[src/rtl/dice_pkg.sv]
`default_nettype none
// ============================================================================
//  Module   : dice_pkg
//  Purpose  : Shared definitions for the dice roll sequencer: die codes,
//             FSM state encodings, button count and the button priority
//             encoder.
//  Ports    : none (package)
//  Revision : 1.0 - initial release
// ============================================================================
package dice_pkg;

    localparam int NUM_BTN = 6;

    // Die codes, matching the button index order on the front panel
    typedef enum logic [2:0] {
        DIE_D4   = 3'd0,
        DIE_D6   = 3'd1,
        DIE_D8   = 3'd2,
        DIE_D10  = 3'd3,
        DIE_D20  = 3'd4,
        DIE_D100 = 3'd5
    } die_e;

    // Roll sequencer states
    localparam logic [1:0] ST_IDLE  = 2'd0;
    localparam logic [1:0] ST_SPIN  = 2'd1;
    localparam logic [1:0] ST_DECEL = 2'd2;
    localparam logic [1:0] ST_SHOW  = 2'd3;

    // Fixed-priority encoder: the lowest set index wins (d4 highest priority).
    function automatic die_e first_set(input logic [NUM_BTN-1:0] v);
        die_e sel;
        sel = DIE_D4;
        for (int i = NUM_BTN - 1; i >= 0; i--) begin
            if (v[i]) begin
                sel = die_e'(3'(i));
            end
        end
        return sel;
    endfunction

endpackage
`default_nettype wire

[src/rtl/dice_roll_sequencer_if.sv]
`default_nettype none
// ============================================================================
//  Module   : dice_roll_sequencer_if
//  Purpose  : Bundles the button inputs and the counter-control outputs of
//             the dice roll sequencer.
//  Signals  : btn_raw[5:0]  raw (synchronised) buttons d4..d100
//             die_sel[2:0]  latched die code
//             load, step    counter strobes
//             busy          roll in progress
//             result_valid  counter holds a finished roll
//             state_dbg[2:0] FSM state code
//  Modports : master - button source / counter side
//             slave  - the sequencer
//  Revision : 1.0 - initial release
// ============================================================================
interface dice_roll_sequencer_if;

    logic [dice_pkg::NUM_BTN-1:0] btn_raw;
    logic [2:0]                   die_sel;
    logic                         load;
    logic                         step;
    logic                         busy;
    logic                         result_valid;
    logic [2:0]                   state_dbg;

    modport master (
        output btn_raw,
        input  die_sel, load, step, busy, result_valid, state_dbg
    );

    modport slave (
        input  btn_raw,
        output die_sel, load, step, busy, result_valid, state_dbg
    );

endinterface
`default_nettype wire

[src/rtl/btn_debounce.sv]
`default_nettype none
// ============================================================================
//  Module   : btn_debounce
//  Purpose  : Single-button debouncer. The debounced level follows the raw
//             input only after the two have disagreed for DEB_CYCLES
//             consecutive cycles; any agreeing cycle restarts the count.
//  Ports    : clk   in  system clock
//             rst   in  synchronous active-high reset
//             raw   in  synchronised raw button
//             level out debounced level (registered)
//             rise  out 1-cycle pulse, aligned with level going 0->1
//  Revision : 1.0 - initial release
// ============================================================================
module btn_debounce #(
    parameter int DEB_CYCLES = 328
) (
    input  logic clk,
    input  logic rst,
    input  logic raw,
    output logic level,
    output logic rise
);

    localparam int             c_cw   = $clog2(DEB_CYCLES + 1);
    localparam logic [c_cw-1:0] c_last = c_cw'(DEB_CYCLES - 1);

    if (DEB_CYCLES < 1) begin : g_bad_deb
        $error("btn_debounce: DEB_CYCLES must be >= 1");
    end

    logic [c_cw-1:0] r_cnt;
    logic            r_level;
    logic            r_rise;

    always_ff @(posedge clk) begin
        if (rst) begin
            r_cnt   <= '0;
            r_level <= 1'b0;
            r_rise  <= 1'b0;
        end else begin
            r_rise <= 1'b0;
            if (raw == r_level) begin
                r_cnt <= '0;
            end else if (r_cnt == c_last) begin
                // This is the DEB_CYCLES-th disagreeing cycle: accept the level
                r_cnt   <= '0;
                r_level <= raw;
                r_rise  <= raw;
            end else begin
                r_cnt <= r_cnt + 1'b1;
            end
        end
    end

    assign level = r_level;
    assign rise  = r_rise;

endmodule
`default_nettype wire

[src/rtl/dice_roll_sequencer.sv]
`default_nettype none
// ============================================================================
//  Module   : dice_roll_sequencer
//  Purpose  : Controls the two-digit BCD dice counter. Debounces six die
//             buttons, picks the highest-priority press and sequences each
//             roll as LOAD -> SPIN (while held) -> DECEL (slowing) -> SHOW,
//             driving the counter with load/step strobes.
//  Ports    : clk  in  system clock (32768 Hz)
//             rst  in  synchronous active-high reset
//             bus  dice_roll_sequencer_if.slave
//                  btn_raw in, die_sel/load/step/busy/result_valid/
//                  state_dbg out (all outputs registered)
//  Revision : 1.0 - initial release
// ============================================================================
module dice_roll_sequencer
    import dice_pkg::*;
#(
    parameter int DEB_CYCLES  = 328,
    parameter int DECEL_BASE  = 4,
    parameter int DECEL_INC   = 2,
    parameter int DECEL_STEPS = 8,
    parameter int SHOW_CYCLES = 65536
) (
    input  logic                   clk,
    input  logic                   rst,
    dice_roll_sequencer_if.slave   bus
);

    // Longest gap is the one before the last DECEL step
    localparam int c_gap_max = DECEL_BASE + (DECEL_STEPS - 1) * DECEL_INC;
    localparam int c_gw      = $clog2(c_gap_max + 1);
    localparam int c_cw      = $clog2(DECEL_STEPS + 1);
    localparam int c_sw      = $clog2(SHOW_CYCLES + 1);

    localparam logic [c_gw-1:0] c_gap_base = c_gw'(DECEL_BASE);
    localparam logic [c_gw-1:0] c_gap_inc  = c_gw'(DECEL_INC);
    localparam logic [c_gw-1:0] c_gap_one  = c_gw'(1);
    localparam logic [c_cw-1:0] c_cnt_init = c_cw'(DECEL_STEPS);
    localparam logic [c_cw-1:0] c_cnt_one  = c_cw'(1);
    localparam logic [c_sw-1:0] c_show_end = c_sw'(SHOW_CYCLES - 1);

    if (DECEL_BASE < 1) begin : g_bad_base
        $error("dice_roll_sequencer: DECEL_BASE must be >= 1");
    end
    if (DECEL_STEPS < 1) begin : g_bad_steps
        $error("dice_roll_sequencer: DECEL_STEPS must be >= 1");
    end
    if (SHOW_CYCLES < 1) begin : g_bad_show
        $error("dice_roll_sequencer: SHOW_CYCLES must be >= 1");
    end

    // ------------------------------------------------------------------
    // Debouncers
    // ------------------------------------------------------------------
    logic [NUM_BTN-1:0] w_level;
    logic [NUM_BTN-1:0] w_rise;

    for (genvar gi = 0; gi < NUM_BTN; gi++) begin : g_deb
        btn_debounce #(
            .DEB_CYCLES (DEB_CYCLES)
        ) u_deb (
            .clk   (clk),
            .rst   (rst),
            .raw   (bus.btn_raw[gi]),
            .level (w_level[gi]),
            .rise  (w_rise[gi])
        );
    end

    // ------------------------------------------------------------------
    // Registers
    // ------------------------------------------------------------------
    logic [1:0]      r_state;
    die_e            r_die_sel;
    logic [c_gw-1:0] r_gap;      // cycles left until the next DECEL step, 1 = step now
    logic [c_gw-1:0] r_len;      // length of the gap currently being counted
    logic [c_cw-1:0] r_cnt;      // DECEL steps still to issue, including the pending one
    logic [c_sw-1:0] r_show;
    logic            r_load;
    logic            r_step;
    logic            r_busy;
    logic            r_rv;

    // Next-state / next-value wires
    logic [1:0]      w_state_nxt;
    die_e            w_sel_nxt;
    logic [c_gw-1:0] w_gap_nxt;
    logic [c_gw-1:0] w_len_nxt;
    logic [c_cw-1:0] w_cnt_nxt;
    logic [c_sw-1:0] w_show_nxt;
    logic            w_new_roll;
    logic            w_load_nxt;
    logic            w_step_nxt;
    logic            w_busy_nxt;
    logic            w_rv_nxt;

    logic            w_sel_level;
    logic            w_sel_rise;

    assign w_sel_level = w_level[r_die_sel];
    assign w_sel_rise  = w_rise[r_die_sel];

    // ------------------------------------------------------------------
    // FSM: state register
    // ------------------------------------------------------------------
    always_ff @(posedge clk) begin
        if (rst) begin
            r_state <= ST_IDLE;
        end else begin
            r_state <= w_state_nxt;
        end
    end

    // ------------------------------------------------------------------
    // FSM: next-state and counter logic
    // ------------------------------------------------------------------
    always_comb begin
        w_state_nxt = r_state;
        w_sel_nxt   = r_die_sel;
        w_gap_nxt   = r_gap;
        w_len_nxt   = r_len;
        w_cnt_nxt   = r_cnt;
        w_show_nxt  = r_show;
        w_new_roll  = 1'b0;

        case (r_state)
            ST_IDLE: begin
                if (|w_rise) begin
                    w_new_roll  = 1'b1;
                    w_sel_nxt   = first_set(w_rise);
                    w_state_nxt = ST_SPIN;
                end
            end
            ST_SPIN: begin
                if (!w_sel_level) begin
                    w_state_nxt = ST_DECEL;
                    w_gap_nxt   = c_gap_base;
                    w_len_nxt   = c_gap_base;
                    w_cnt_nxt   = c_cnt_init;
                end
            end
            ST_DECEL: begin
                if (w_sel_rise) begin
                    // Re-press resumes spinning; counters reload on the next release
                    w_state_nxt = ST_SPIN;
                end else if (r_gap == c_gap_one) begin
                    // A step is on the output this cycle
                    if (r_cnt == c_cnt_one) begin
                        w_state_nxt = ST_SHOW;
                        w_show_nxt  = '0;
                    end else begin
                        w_gap_nxt = r_len + c_gap_inc;
                        w_len_nxt = r_len + c_gap_inc;
                        w_cnt_nxt = r_cnt - 1'b1;
                    end
                end else begin
                    w_gap_nxt = r_gap - 1'b1;
                end
            end
            ST_SHOW: begin
                if (|w_rise) begin
                    w_new_roll  = 1'b1;
                    w_sel_nxt   = first_set(w_rise);
                    w_state_nxt = ST_SPIN;
                end else if (r_show == c_show_end) begin
                    w_state_nxt = ST_IDLE;
                end else begin
                    w_show_nxt = r_show + 1'b1;
                end
            end
            default: begin
                w_state_nxt = ST_IDLE;
            end
        endcase
    end

    // ------------------------------------------------------------------
    // FSM: output logic (next values of the registered outputs)
    // ------------------------------------------------------------------
    always_comb begin
        w_load_nxt = w_new_roll;
        w_step_nxt = 1'b0;
        if (r_state == ST_SPIN && w_state_nxt == ST_SPIN) begin
            // Step train follows the held button, one cycle behind its level
            w_step_nxt = w_sel_level;
        end else if (w_state_nxt == ST_DECEL && w_gap_nxt == c_gap_one) begin
            w_step_nxt = 1'b1;
        end
        w_busy_nxt = (w_state_nxt == ST_SPIN) || (w_state_nxt == ST_DECEL);
        if (w_new_roll) begin
            w_rv_nxt = 1'b0;
        end else if (r_state == ST_DECEL && w_state_nxt == ST_SHOW) begin
            w_rv_nxt = 1'b1;
        end else begin
            w_rv_nxt = r_rv;
        end
    end

    // ------------------------------------------------------------------
    // Datapath and output registers
    // ------------------------------------------------------------------
    always_ff @(posedge clk) begin
        if (rst) begin
            r_die_sel <= DIE_D4;
            r_gap     <= '0;
            r_len     <= '0;
            r_cnt     <= '0;
            r_show    <= '0;
            r_load    <= 1'b0;
            r_step    <= 1'b0;
            r_busy    <= 1'b0;
            r_rv      <= 1'b0;
        end else begin
            r_die_sel <= w_sel_nxt;
            r_gap     <= w_gap_nxt;
            r_len     <= w_len_nxt;
            r_cnt     <= w_cnt_nxt;
            r_show    <= w_show_nxt;
            r_load    <= w_load_nxt;
            r_step    <= w_step_nxt;
            r_busy    <= w_busy_nxt;
            r_rv      <= w_rv_nxt;
        end
    end

    assign bus.die_sel      = r_die_sel;
    assign bus.load         = r_load;
    assign bus.step         = r_step;
    assign bus.busy         = r_busy;
    assign bus.result_valid = r_rv;
    assign bus.state_dbg    = {1'b0, r_state};

endmodule
`default_nettype wire

[src/flat_wrapper.sv]
// flat-port wrapper written by rule: the top's interface ports become plain ports
module dice_roll_sequencer_flat import dice_pkg::*;
#(
    parameter int DEB_CYCLES  = 328,
    parameter int DECEL_BASE  = 4,
    parameter int DECEL_INC   = 2,
    parameter int DECEL_STEPS = 8,
    parameter int SHOW_CYCLES = 65536
)
  (clk, rst, bus_btn_raw, bus_die_sel, bus_load, bus_step, bus_busy, bus_result_valid, bus_state_dbg);
  dice_roll_sequencer_if bus_i ();
  input  logic clk;
  input  logic rst;
  input wire logic [$bits(bus_i.btn_raw)-1:0] bus_btn_raw;
  output wire logic [$bits(bus_i.die_sel)-1:0] bus_die_sel;
  output wire logic [$bits(bus_i.load)-1:0] bus_load;
  output wire logic [$bits(bus_i.step)-1:0] bus_step;
  output wire logic [$bits(bus_i.busy)-1:0] bus_busy;
  output wire logic [$bits(bus_i.result_valid)-1:0] bus_result_valid;
  output wire logic [$bits(bus_i.state_dbg)-1:0] bus_state_dbg;
  assign bus_i.btn_raw = bus_btn_raw;
  assign bus_die_sel = bus_i.die_sel;
  assign bus_load = bus_i.load;
  assign bus_step = bus_i.step;
  assign bus_busy = bus_i.busy;
  assign bus_result_valid = bus_i.result_valid;
  assign bus_state_dbg = bus_i.state_dbg;
  dice_roll_sequencer #(.DEB_CYCLES(DEB_CYCLES), .DECEL_BASE(DECEL_BASE), .DECEL_INC(DECEL_INC), .DECEL_STEPS(DECEL_STEPS), .SHOW_CYCLES(SHOW_CYCLES)) u_core (.clk(clk), .rst(rst), .bus(bus_i));
endmodule
[config.mk]
export PLATFORM = sky130hd
export DESIGN_NAME = dice_roll_sequencer_flat
export DESIGN_NICKNAME = d
export VERILOG_FILES = /design/src/rtl/dice_pkg.sv /design/src/rtl/dice_roll_sequencer_if.sv /design/src/rtl/btn_debounce.sv /design/src/rtl/dice_roll_sequencer.sv /design/src/flat_wrapper.sv
export SDC_FILE = /design/constraint.sdc
export NUM_CORES = 1
export LEC_CHECK = 0
export BUFFER_PORTS_ARGS = -buffer_cell sky130_fd_sc_hd__buf_4
export CELL_PAD_IN_SITES_DETAIL_PLACEMENT = 1
export CELL_PAD_IN_SITES_GLOBAL_PLACEMENT = 2
export CORE_ASPECT_RATIO = 0.7
export CORE_UTILIZATION = 39
export CTS_BUF_LIST = sky130_fd_sc_hd__clkbuf_16
export DETAILED_ROUTE_END_ITERATION = 8
export PLACE_DENSITY_LB_ADDON = 0.1
export SYNTH_ARGS = -nofsm -noshare
export SYNTH_HDL_FRONTEND = slang
export SYNTH_SLANG_ARGS = --single-unit
[constraint.sdc]
create_clock -name clk -period 3.3 [get_ports clk]
set_input_delay 0.165 -clock clk [delete_from_list [all_inputs] [get_ports clk]]
set_output_delay 0.165 -clock clk [all_outputs]
set_load 0.02 [all_outputs]
==> results.cfg <==
[run_status]
status = completed

[worst_setup_path]
required_ns = 3.56
crit_arrival_ns = 3.22
rr_worst_depth = 11
endpoint_kind = flip-flop
worstSetupStartpoint = u_core.bus.die_sel[1]
path_max_fanout = 8
r2r_start = u_core.bus.die_sel[1]
worst_setup_path_start_kind = flip-flop
crit_type = flip-flop to flip-flop
r2r_slack_ns = 0.34

[final_layout]
layout_common_cells = dfxtp_1 (105), nor2_1 (97), xor2_1 (38)
fillers = 1477
final_common_cell = dfxtp_1
area_growth_pct = 12.60
antenna_cells = 0
nets = 617
final_util = 0.4499
register_area_sq_mm = 0.002102
drive_above_1_share = 0.08418
multi_input_area_sq_mm = 0.002718

[min_path]
holdCritStartpoint = bus_btn_raw[5]
holdPathStages = 3
hp-class = primary input to flip-flop

[synthesis]
syn_nets = 596
yosys_warnings = 0
netlist_instances = 568
synth_cell_types = 58
synth_edf_count = 0
avgSynthCellArea_sq_um = 8.739
syn_area_sq_mm = 0.004964
async_reset_ff_frac = 0
synth_top_cell_by_area = dfxtp_1
synth_top_area_frac = 0.4235
ys_ff_latch = 105
yosys-top-cells-area = dfxtp_1 (42%), nor2_1 (7.3%), xor2_1 (6.7%)
synth_flop_cell = dfxtp_1
seq_area_frac_synth = 0.4235

[floorplanning]
die_h_um = 96.39
core_area_sq_mm = 0.01242
die_area_sq_mm = 0.01319
chipWidth_um = 136.8
initial_core_util = 0.3996
ioPinCount = 18
rows = 34

[timing]
fin_crit_sh = 0.8984
drv_slew = 0
fmax_mhz = 337.3
fin_setup_tns_ns = 0
finalSetupViolations = 0
slew_headroom = 0.4294
whs_ns = 0.08067
finalClockSkew_ns = 0.008105
hold_viol = 0
rsz0062_at_grt = no
tightest_slew_ns = 0.8532
period_needed_ns = 2.965

[clock_network]
clock_latency_ns = 0.34
cts_resized = 0
cts_buffer_depth = 2
cts_buffers = 9
cts_tree = built
htreeDepth = 3
path_clk_slew_ns = 0.07
post-cts-setup-buffer-count = 0
cts_hold_buffers = 0
clock_sinks = 105
root_buffer = clkbuf_16

[global_route]
grt_pass1_vias = 3888
grt_max_degree = 46
grt_pass1_wl_mm = 18.82
grt.total_usage = 0.1837
antenna_found_initial = 0
grt-ovfl-total = 0

[power]
power_mw = 2.454
vdd_drop_max_mv = 0.2494
powerDensity_mw_per_mm2 = 439.0
leakage_nw = 2.090

[placement]
portBuffers = 16
hpwl_mm = 8.224
place_congestion = 0.7936

[job]
cap_violations = 0

[drt]
routedWlPerCell_um = 14.92
drc = 0
drt-total-wl_mm = 11.28
via_count = 3958
final_antenna_net_count = 0
first_iter_violations = 150
firstDrtPassIters = 6
via_per_inst = 5.235
## cell families (layout without fill, tap and decap cells)
| kind of cell | after synthesis | after routing | synth area share |
|---|---|---|---|
| xor+xnor | 67 | 67 | 0.1182 |
| compound gates | 60 | 60 | 0.07991 |
| fa+ha+maj | 20 | 20 | 0.05042 |
| simple gates | 268 | 268 | 0.2682 |
| mux | 14 | 14 | 0.03000 |
| flops | 105 | 105 | 0.4235 |
| other cells | 1 | 1 | 0.0007555 |
| buf+inv | 33 | 59 | 0.02899 |
## final timing paths
path | to
worst min register to register | u_core.g_deb[3].u_deb.r_cnt[0]
worst max register to register | u_core.bus.step
worst min-delay path | u_core.g_deb[5].u_deb.level
worst max-delay path | u_core.bus.step
## layer usage
layer  routed length [um]  up-vias  GRT usage
li1                     -     2013          -
met1                 6067     1906     0.2518
met2                 4826       31     0.2893
met3                  269        8    0.04121
met4                  117        0    0.05311
met5                    0        -          0
## synth_stat cells (2+ instances only)
master    number
mux2i_1       10
o21a_1         3
dfxtp_1      105
nand4_1       14
and3_1        17
nor2_1        97
nand3_1       33
o21ai_0       11
a32oi_1        2
buf_6          2
nand2_1       32
and2_1         7
o22ai_1        5
and4_1         2
nor2b_1        4
o31ai_1        3
nor3_1        22
clkbuf_1      10
nand2b_1       5
a31oi_1        3
nor4_1        11
nor4b_1        7
inv_1         17
mux2_2         3
nand4b_1       3
or3_1          6
ha_1          20
a22oi_1        2
a21oi_1       18
xor2_1        38
xnor2_1       29
## critical path, stage by stage, from the launching register on
cell and delay [ns]:
dfxtp_1 0.52, mux2_2 0.39, and2_0 0.27, o31ai_1 0.40, o22ai_1 0.14, a21oi_1 0.25
inv_1 0.11, ha_1 0.21, nand2_1 0.09, o311a_1 0.18, o2111ai_1 0.12, o31ai_1 0.22
## report_power, final
group          switching, mW  internal, mW
registers            0.00649          1.27
clock network          0.463         0.660
logic                 0.0343        0.0163
## state kept, by name, summed over array words and instances, names as in the netlist
name and cells:
u_core.r_gap 5, u_core.bus.busy 1, u_core.bus.load 1, u_core.r_cnt 4, u_core.bus.result_valid 1, u_core.r_show 17, u_core.g_deb.u_deb.level 6, u_core.g_deb.u_deb.r_cnt 54
u_core.bus.die_sel 3, u_core.r_state 2, u_core.g_deb.u_deb.rise 6, u_core.bus.step 1, u_core.r_len 4
## stage by stage
step	setup WS, ns	instances	instance area [sq um]
after CTS	0.3644	756	5589
after global placement	0.5142	740	5278
after detailed placement	0.4089	740	5278
final	0.3352	756	5589
after global routing	0.07250	756	5589
after floorplan	0.4940	568	4964
## area by class of cell
cell class                 instances  area share
timing repair buffer              25     0.03358
clock buffer                       9     0.04030
multi-input combinational        430      0.4862
inverter                          18     0.01209
sequential                       105      0.3761
clock inverter                     7     0.01545
tap                              162     0.03627
Note: power is estimated with default switching activity, not from simulation.
